<file path="config.mk">
export PLATFORM = sky130hd
export DESIGN_NAME = serial_tx_flat
export DESIGN_NICKNAME = d
export VERILOG_FILES = /design/src/rtl/serial_tx_if.sv /design/src/rtl/serial_tx.sv /design/src/flat_wrapper.sv
export SDC_FILE = /design/constraint.sdc
export NUM_CORES = 1
export LEC_CHECK = 0
export CAP_MARGIN = 20
export CORE_ASPECT_RATIO = 0.5
export CORE_MARGIN = 2
export CORE_UTILIZATION = 50
export CTS_BUF_LIST = sky130_fd_sc_hd__clkbuf_8
export DETAILED_ROUTE_END_ITERATION = 10
export HOLD_SLACK_MARGIN = 0.02
export PLACE_DENSITY = 0.68
export SLEW_MARGIN = 10
export SYNTH_ARGS = -nofsm -noshare
export SYNTH_HDL_FRONTEND = slang
export SYNTH_SLANG_ARGS = --single-unit
export TNS_END_PERCENT = 30
</file>
<file path="constraint.sdc">
create_clock -name clk -period 4.94 [get_ports clk]
set_input_delay 0.988 -clock clk [delete_from_list [all_inputs] [get_ports clk]]
set_output_delay 0.988 -clock clk [all_outputs]
set_load 0.01 [all_outputs]
</file>
<file path="src/rtl/serial_tx_if.sv">
// Writer-side bus of the serial transmitter: byte push strobe plus status and line output.
// Latency: none, signal bundle only.
// Backpressure: writer watches full; pushes made while full are dropped by the transmitter.
interface serial_tx_if;
  logic       wr_en;
  logic [7:0] wr_data;
  logic       full;
  logic       busy;
  logic       tx;

  modport master (
    output wr_en,
    output wr_data,
    input  full,
    input  busy,
    input  tx
  );

  modport slave (
    input  wr_en,
    input  wr_data,
    output full,
    output busy,
    output tx
  );
endinterface

</file>
<file path="src/rtl/serial_tx.sv">
// Buffered 8N1 serial transmitter: FIFO of bytes sent idle-high, LSB first at CLKRATE/BAUDRATE.
// Latency: write at edge N -> start bit on tx after edge N+1; each bit lasts DIVISOR clocks.
// Backpressure: full when DEPTH bytes wait; writes while full are discarded, no state change.
module serial_tx #(
  parameter int CLKRATE  = 3_579_545,
  parameter int BAUDRATE = 9600,
  parameter int DEPTH    = 4            // power of two, >= 2
) (
  input  logic       clk,
  input  logic       rst_n,
  serial_tx_if.slave bus
);

  // Clocks per bit; must come out at least 2.
  localparam int DIVISOR = CLKRATE / BAUDRATE;
  localparam int CNT_W   = $clog2(DIVISOR);
  localparam int PTR_W   = $clog2(DEPTH);

  typedef logic [CNT_W-1:0] bcnt_t;
  typedef logic [PTR_W-1:0] ptr_t;
  typedef logic [PTR_W:0]   count_t;

  typedef enum logic [1:0] {
    IDLE,
    START,
    DATA,
    STOP
  } state_t;

  localparam bcnt_t  BIT_LAST   = bcnt_t'(DIVISOR - 1);
  localparam count_t COUNT_FULL = count_t'(DEPTH);
  localparam count_t COUNT_ONE  = count_t'(1);
  localparam ptr_t   PTR_ONE    = ptr_t'(1);
  localparam bcnt_t  BCNT_ONE   = bcnt_t'(1);

  // FIFO state
  logic [7:0] mem [DEPTH];
  ptr_t       wr_ptr;
  ptr_t       rd_ptr;
  count_t     count;
  count_t     count_nxt;
  logic       full_q;

  // Framer state
  state_t     state;
  bcnt_t      bit_cnt;
  logic [2:0] bit_idx;
  logic [7:0] shift;
  logic       tx_q;

  logic       fifo_nempty;
  logic       bit_end;
  logic       push;
  logic       pop;

  assign fifo_nempty = (count != '0);
  assign bit_end     = (bit_cnt == BIT_LAST);
  // A write is refused on full even if a pop frees a slot in the same cycle.
  assign push        = bus.wr_en & ~full_q;
  // Head is taken when idle, or on the last stop-bit clock so frames run back to back.
  assign pop         = fifo_nempty & ((state == IDLE) | ((state == STOP) & bit_end));

  // Next occupancy; simultaneous push and pop cancel out.
  always_comb begin
    count_nxt = count;
    if (push && !pop) begin
      count_nxt = count + COUNT_ONE;
    end else if (!push && pop) begin
      count_nxt = count - COUNT_ONE;
    end
  end

  // Byte storage; contents are meaningless once the pointers are reset.
  always_ff @(posedge clk) begin
    if (push) begin
      mem[wr_ptr] <= bus.wr_data;
    end
  end

  // FIFO pointers, occupancy and the registered full flag.
  always_ff @(posedge clk or negedge rst_n) begin
    if (!rst_n) begin
      wr_ptr <= '0;
      rd_ptr <= '0;
      count  <= '0;
      full_q <= 1'b0;
    end else begin
      if (push) begin
        wr_ptr <= wr_ptr + PTR_ONE;
      end
      if (pop) begin
        rd_ptr <= rd_ptr + PTR_ONE;
      end
      count  <= count_nxt;
      full_q <= (count_nxt == COUNT_FULL);
    end
  end

  // Frame sequencer; tx is registered and updated on the same edge as each bit boundary.
  always_ff @(posedge clk or negedge rst_n) begin
    if (!rst_n) begin
      state   <= IDLE;
      bit_cnt <= '0;
      bit_idx <= '0;
      shift   <= '0;
      tx_q    <= 1'b1;
    end else begin
      case (state)
        IDLE: begin
          tx_q    <= 1'b1;
          bit_cnt <= '0;
          if (pop) begin
            shift <= mem[rd_ptr];
            tx_q  <= 1'b0;
            state <= START;
          end
        end
        START: begin
          if (bit_end) begin
            bit_cnt <= '0;
            bit_idx <= '0;
            tx_q    <= shift[0];
            state   <= DATA;
          end else begin
            bit_cnt <= bit_cnt + BCNT_ONE;
          end
        end
        DATA: begin
          if (bit_end) begin
            bit_cnt <= '0;
            if (bit_idx == 3'd7) begin
              tx_q  <= 1'b1;
              state <= STOP;
            end else begin
              shift   <= {1'b0, shift[7:1]};
              bit_idx <= bit_idx + 3'd1;
              tx_q    <= shift[1];
            end
          end else begin
            bit_cnt <= bit_cnt + BCNT_ONE;
          end
        end
        STOP: begin
          if (bit_end) begin
            bit_cnt <= '0;
            if (pop) begin
              shift <= mem[rd_ptr];
              tx_q  <= 1'b0;
              state <= START;
            end else begin
              tx_q  <= 1'b1;
              state <= IDLE;
            end
          end else begin
            bit_cnt <= bit_cnt + BCNT_ONE;
          end
        end
        default: begin
          tx_q  <= 1'b1;
          state <= IDLE;
        end
      endcase
    end
  end

  assign bus.tx   = tx_q;
  assign bus.full = full_q;
  assign bus.busy = (state != IDLE) | fifo_nempty;

endmodule

</file>
<file path="src/flat_wrapper.sv">
// flat-port wrapper written by rule: the top's interface ports become plain ports
module serial_tx_flat 
#(
  parameter int CLKRATE  = 3_579_545,
  parameter int BAUDRATE = 9600,
  parameter int DEPTH    = 4                                 
)
  (clk, rst_n, bus_wr_en, bus_wr_data, bus_full, bus_busy, bus_tx);
  serial_tx_if bus_i ();
  input  logic clk;
  input  logic rst_n;
  input wire logic [$bits(bus_i.wr_en)-1:0] bus_wr_en;
  input wire logic [$bits(bus_i.wr_data)-1:0] bus_wr_data;
  output wire logic [$bits(bus_i.full)-1:0] bus_full;
  output wire logic [$bits(bus_i.busy)-1:0] bus_busy;
  output wire logic [$bits(bus_i.tx)-1:0] bus_tx;
  assign bus_i.wr_en = bus_wr_en;
  assign bus_i.wr_data = bus_wr_data;
  assign bus_full = bus_i.full;
  assign bus_busy = bus_i.busy;
  assign bus_tx = bus_i.tx;
  serial_tx #(.CLKRATE(CLKRATE), .BAUDRATE(BAUDRATE), .DEPTH(DEPTH)) u_core (.clk(clk), .rst_n(rst_n), .bus(bus_i));
endmodule
</file>
==> impl_results.md, run 1 <==
- DIE HEIGHT: 58.0 µm
- Layout Skew: 8.16 ps
- Die area: 6500 µm²
- Initial Util: 0.524
- Core region area: 5560 µm²
- Number of DRC markers in iteration 0: 73
- GRT Util Overall: 0.165
- Post-layout nets: 251
- First-pass GRT wire length: 8.09 mm
- Via count: 1606
- Peak VDD IR: 0.000334 V
- Antenna diodes: 0
- Routed wire per std cell: 15.3 µm
- Syn. warnings: 0
- Post-synth top cells: edfxtp_1 (32), dfrtp_1 (30), ha_1 (15), mux2_2 (15)
- Worst Path Max Fanout: 6
- TritonCTS clock tree: yes
- Met3 WL: 189 µm
- Crit. End Element: primary output
- Reg power frac: 0.428
- Clk Latency, worst-skew pair: 340 ps
- Tmin final: 3070 ps
- Worst Path Class, Setup: flip-flop to primary output
- RSZ-0062 raised after global routing: no
- Worst hold path class: flip-flop to flip-flop
- Clock network fraction of total power: 0.236
- Yosys top cell by area: edfxtp_1
- Total CTS buffers: 9
- Clock Sinks: 63
- WP data required: 3950 ps
- CP cell instances: inv_1 -> ha_1 -> nor2b_1 -> nand2_1 -> clkdlybuf4s50_1
- Pre-CTS setup slack: 2090 ps
- Total grt overflow: 0
- Num ports: 14
- Slowest-stage cell, CP: clkdlybuf4s50_1
- Final WS setup: 1870 ps
- Final core occ: 0.595
- Synthesized area: 2920 µm²
- Predominant post-synthesis flop cell: edfxtp_1
- Post-synthesis sequential area ratio: 0.596
- Final max-slew violation count: 0
- Placer Congestion: 0.734
- DR pass1 iterations: 4
- Setup Viol. Count Final: 0
- Number of global-route vias before repair: 1679
- Max_cap viols: 0
- Comb pwr share: 0.336
- Sw Ratio: 0.327
- Post-Syn Nets: 234
- Final ANT Viol Nets: 0
- Leakage: 1.32 nW
- Max incr delay on CP: 510 ps
- Critical Path Start Type: flip-flop
- Synth Area per Inst: 14.0 µm²
- Worst path buffer plus inverter count: 2
- Proportion of layout cells with a drive suffix above 1: 0.204
- Final TNS setup: 0 ps
- Pint: 1.28 mW
- Yosys reg bits: 63
- Clock-pin slew on the worst setup and hold paths: 70 ps
- Initial antenna violation count: 0
- Post-Syn Instances: 208
- Cell with the most instances after synthesis: edfxtp_1
- Final Hold Vio Count: 0
- Status: completed
- Fraction of registers with async set/reset: 0.492
- Post-synth EDFFs: 32
- H-tree depth: 3
- Power density over the cells: 574 nW/µm²
- Largest net degree at the start of global routing: 32
- I/O Buffers: 13
- Final wirelength: 4.64 mm
- M1 WL: 2.31 mm
- CP top delay family: buffers and inverters
- Worst Tran Pin Value: 646 ps
- CTS Buffer Depth: 2
- Drt via density: 5.30
- Top cells by area, synth: edfxtp_1 (33%), dfrtp_1 (26%), ha_1 (6.4%), mux4_2 (6.2%), mux2_2 (5.8%)
- Synth top area share: 0.329
- Max_slew headroom: 0.569
- Root cell of the clock tree: clkbuf_8
- Min Hold Slack: 460 ps
- Chip Width: 112 µm
- Count of cell types in the netlist: 41
- Worst endpoint data arrival time: 2080 ps
- Max Used Layer: met4
- Area Overhead vs Synth: 13.5%
- WL met2: 2.06 mm
- Fillers: 470
- # Post-CTS Setup Buffers: 0
- Quantity of gates resized following cts: 0
- Period utilization: 0.621
- CTS Hold Bufs: 0
- DRC: 0
- DP HPWL: 3.29 mm
- Num rows: 19
- Max Freq: 0.326 GHz
- Switch Pwr: 0.621 mW
-- cells in the final DEF (no fill, tap or decap), types with 2 or more instances in the layout --
cell type        Yosys  layout
a21oi_1              3       3
a22o_1               4       4
a41oi_1              2       2
and2_1               5       5
and3_1               3       3
clkbuf_8             0       9
clkdlybuf4s50_1      0      13
clkinv_4             0       2
clkinvlp_4           0       2
dfrtp_1             30      30
edfxtp_1            32      32
ha_1                15      15
inv_1               11      11
inv_6                0       2
mux2_2              15      15
mux4_2               8       8
nand2_1              7       7
nand3_1              6       6
nor2_1              11      11
nor2b_1              2       2
nor3_1               3       3
o21ai_0             10      10
or2_2                2       2
xnor2_1              9       9
xor2_1               4       4
-- kinds of logic after synthesis --
group / after synthesis / synth area share
DFF: 63 / 0.596
adders and majority gates: 15 / 0.0644
AOI/OAI and AO/OA: 29 / 0.0695
and+or+nand+nor: 46 / 0.0837
muxes: 23 / 0.120
xor gates and xnor gates: 13 / 0.0390
buffers and inverters: 19 / 0.0279
-- worst reg2reg max path, delay by kind of cell, from the launching register on --
family,cells,cell delay [ps]
AO/OA/AOI/OAI,1,270
buffers and inverters,1,100
flip-flops,1,380
adder cells (fa/ha/maj),1,430
AND/OR/NAND/NOR,1,510
multiplexers,1,370
-- final cells by class --
cell class	instances	area, µm²	share of cell area
clock buffers	9	124	0.0374
clock inverters	7	80.1	0.0242
inverters	11	41.3	0.0125
multi-input cells	126	1100	0.332
flip-flops and latches	63	1740	0.525
well taps	73	91.3	0.0276
repair buffers	14	138	0.0416
-- path summary, 6_finish.rpt --
kind | end | slack [ps] | cells after the start | start
worst max-delay path | bus_busy | 1870 | 5 | u_core.count[1]
worst min-delay path | u_core.bit_cnt[0] | 460 | 1 | u_core.bit_cnt[0]
worst max register to register | u_core.shift[2] | 2770 | 5 | u_core.state[0]
worst min register to register | u_core.bit_cnt[0] | 460 | 1 | u_core.bit_cnt[0]
max in group asynchronous | u_core.bus.tx | 3560 | 2 | rst_n
min in group asynchronous | u_core.bit_cnt[2] | 1050 | 2 | rst_n
-- metal layers --
layer,up-vias,track usage
met5,-,0
met4,0,0.0732
met3,6,0.0554
met2,26,0.256
met1,787,0.218
li1,787,-
-- power groups by stage --
stage               combinational (mW)  clock, mW  sequential [mW]
floorplan                        0.541          0            0.771
global placement                 0.622          0            0.820
global route                     0.717      0.482            0.835
finish                           0.638      0.448            0.813
detailed placement               0.642          0            0.825
CTS                              0.644      0.457            0.816
-- stage by stage --
stage / instances / instance area [µm²] / total power, mW
final: 303 / 3310 / 1.90
after global routing: 303 / 3310 / 2.03
after CTS: 303 / 3310 / 1.92
after detailed placement: 287 / 3110 / 1.47
after global placement: 287 / 3110 / 1.44
after floorplan: 208 / 2920 / 1.31
-- sequential cells by signal, summed over array words and instances, names as in the netlist, 2 cells and up --
| register | cells |
|---|---|
| u_core.wr_ptr | 2 |
| u_core.bit_cnt | 9 |
| u_core.mem | 32 |
| u_core.count | 3 |
| u_core.bit_idx | 3 |
| u_core.shift | 8 |
| u_core.rd_ptr | 2 |
| u_core.state | 2 |
Power figures use the tool's default switching activity.
==> run 2, diff against run 1 <==
Clock period 4.94 ns to 3.2 ns, I/O delays scaled along.
==> run 2 against run 1 <==
Register-to-register slack lost 1700 ps. Critical path depth unchanged. Sequential share of layout area is 0.26 points lower. Worst hold slack better by 1.2 ps. Non-clock buffer count did not move. Count of clock-buffer cells in the layout stayed put. First-iteration DRC count is 25% lower. Setup slack lost 1300 ps. Critical path type unchanged. Critical endpoint unchanged. Largest power group unchanged.
==> impl_results.md, run 2 (synthesis results as in run 1) <==
- Status: completed
- Final TNS setup: 0 ps
- First-pass GRT wire length: 7.98 mm
- Top flop regs: u_core.mem: 32 flops, u_core.bit_cnt: 9 flops, u_core.shift: 8 flops
- Core region area: 5560 µm²
- Clock Sinks: 63
- Placed insts: 287
- H-tree depth: 3
- Number of DRC markers in iteration 0: 55
- Clk Latency, worst-skew pair: 340 ps
- Clock-pin slew on the worst setup and hold paths: 70 ps
- Number of global-route vias before repair: 1657
- DP HPWL: 3.26 mm
- Min-Delay Endpoint: u_core.bit_cnt[0]
- Post-Layout Cell Count: 303
- Tmin final: 2680 ps
- Setup Viol. Count Final: 0
- Placer Congestion: 0.734
- Total grt overflow: 0
- R2r startpoint: u_core.state[0]
- Routed wire per std cell: 15.2 µm
- Power density over the cells: 899 nW/µm²
- Final Hold Vio Count: 0
- Die area: 6500 µm²
- Chip Width: 112 µm
- Largest net degree at the start of global routing: 32
- Peak VDD IR: 0.000414 V
- Post-layout nets: 251
- Final core occ: 0.598
- Pre-CTS setup slack: 709 ps
- Worst endpoint data arrival time: 2040 ps
- Worst R2R Setup Slack: 1040 ps
- Final wirelength: 4.60 mm
- Initial antenna violation count: 0
- Layout Skew: 8.97 ps
- Crit. End Element: primary output
- Worst Path Class, Setup: flip-flop to primary output
- CP cell instances: inv_1 -> ha_1 -> nor2b_1 -> nand2_1 -> clkdlybuf4s50_1
- Worst Path Max Fanout: 6
- Root cell of the clock tree: clkbuf_8
- RSZ-0062 raised after global routing: no
- Drt via density: 5.36
- DRC: 0
- Worst Tran Pin Value: 644 ps
- WHS Path Cells: 1
- Antenna diodes: 0
- Reg2reg end: u_core.shift[0]
- GRT Util Overall: 0.165
- Worst hold path class: flip-flop to flip-flop
- Final max-slew violation count: 0
- Num rows: 19
- Most frequent cells in the layout: edfxtp_1 (32), dfrtp_1 (30), mux2_2 (15), ha_1 (15), clkdlybuf4s50_1 (13)
- Reg with most FFs: u_core.mem
- Quantity of gates resized following cts: 0
- Critical Path Start Type: flip-flop
- Largest register FFs: 32
- Hold Crit Start: u_core.bit_cnt[0]
- CTS Hold Bufs: 0
- Initial Util: 0.524
- Proportion of layout cells with a drive suffix above 1: 0.200
- Num ports: 14
- Via count: 1623
- Total CTS buffers: 9
- Final instance area: 3330 µm²
- Max_cap viols: 0
- Leakage: 1.32 nW
- Most common cell after layout, fill and taps aside: edfxtp_1
- WP data required: 2560 ps
- R2R depth: 5
- DR pass1 iterations: 4
- Area Overhead vs Synth: 14.0%
- DIE HEIGHT: 58.0 µm
- # Post-CTS Setup Buffers: 0
- Final WS setup: 525 ps
- I/O Buffers: 13
- TritonCTS clock tree: yes
- Post-DP Area: 3110 µm²
- Max incr delay on CP: 500 ps
- Slowest-stage cell, CP: clkdlybuf4s50_1
- Max Freq: 0.374 GHz
- Final ANT Viol Nets: 0
- Period utilization: 0.836
- CTS Buffer Depth: 2
- Max_slew headroom: 0.570
-- run 2: cell count changes in the layout (fill, tap and decap cells not counted), sizes merged --
| cell | change |
|---|---|
| bufinv | +1 |
| inv | -1 |
-- run 2: layout make-up --
type                    count  area, µm²
fillers                   458       2240
flip-flops and latches     63       1740
multi-input cells         126       1100
repair buffers             14        138
clock buffers               9        124
clock inverters             7       96.3
well taps                  73       91.3
inverters                  11       41.3
-- run 2: per-layer routing --
layer / vias to the layer above / GRT usage / wire length, µm
met5: - / 0 / 0
met2: 21 / 0.242 / 2000
met1: 806 / 0.226 / 2370
met4: 0 / 0.0732 / 72
li1: 790 / - / -
met3: 6 / 0.0607 / 156
-- run 2: where the power goes --
group	internal, mW	total, mW	switching [mW]
combinational	0.515	0.984	0.470
sequential	1.09	1.26	0.164
clock	0.439	0.750	0.311
total	2.04	2.99	0.945
-- run 2: how the worst max path moves through the flow --
stage | startpoint | end | slack, ps | cells past startpoint
after floorplan | u_core.state[0] | u_core.shift[4] | 1280 | 6
after global placement | bus_wr_en | u_core.bus.full | 770 | 6
after detailed placement | bus_wr_en | u_core.bus.full | 710 | 6
after CTS | u_core.count[1] | bus_busy | 510 | 5
after global routing | u_core.count[1] | bus_busy | 410 | 5
final | u_core.count[1] | bus_busy | 520 | 5
-- run 2: critical path, delay by kind of cell, from the launching register on --
family	cells	cell delay, ps
buffers and inverters	2	610
and+or+nand+nor	2	530
DFF	1	410
adders and majority gates	1	140
-- run 2: metrics by stage --
step / power (mW) / hold slack [ps]
finish: 2.99 / 461
global placement: 2.23 / 443
global route: 3.20 / 487
detailed placement: 2.26 / 454
CTS: 3.02 / 463
floorplan: 2.02 / 344
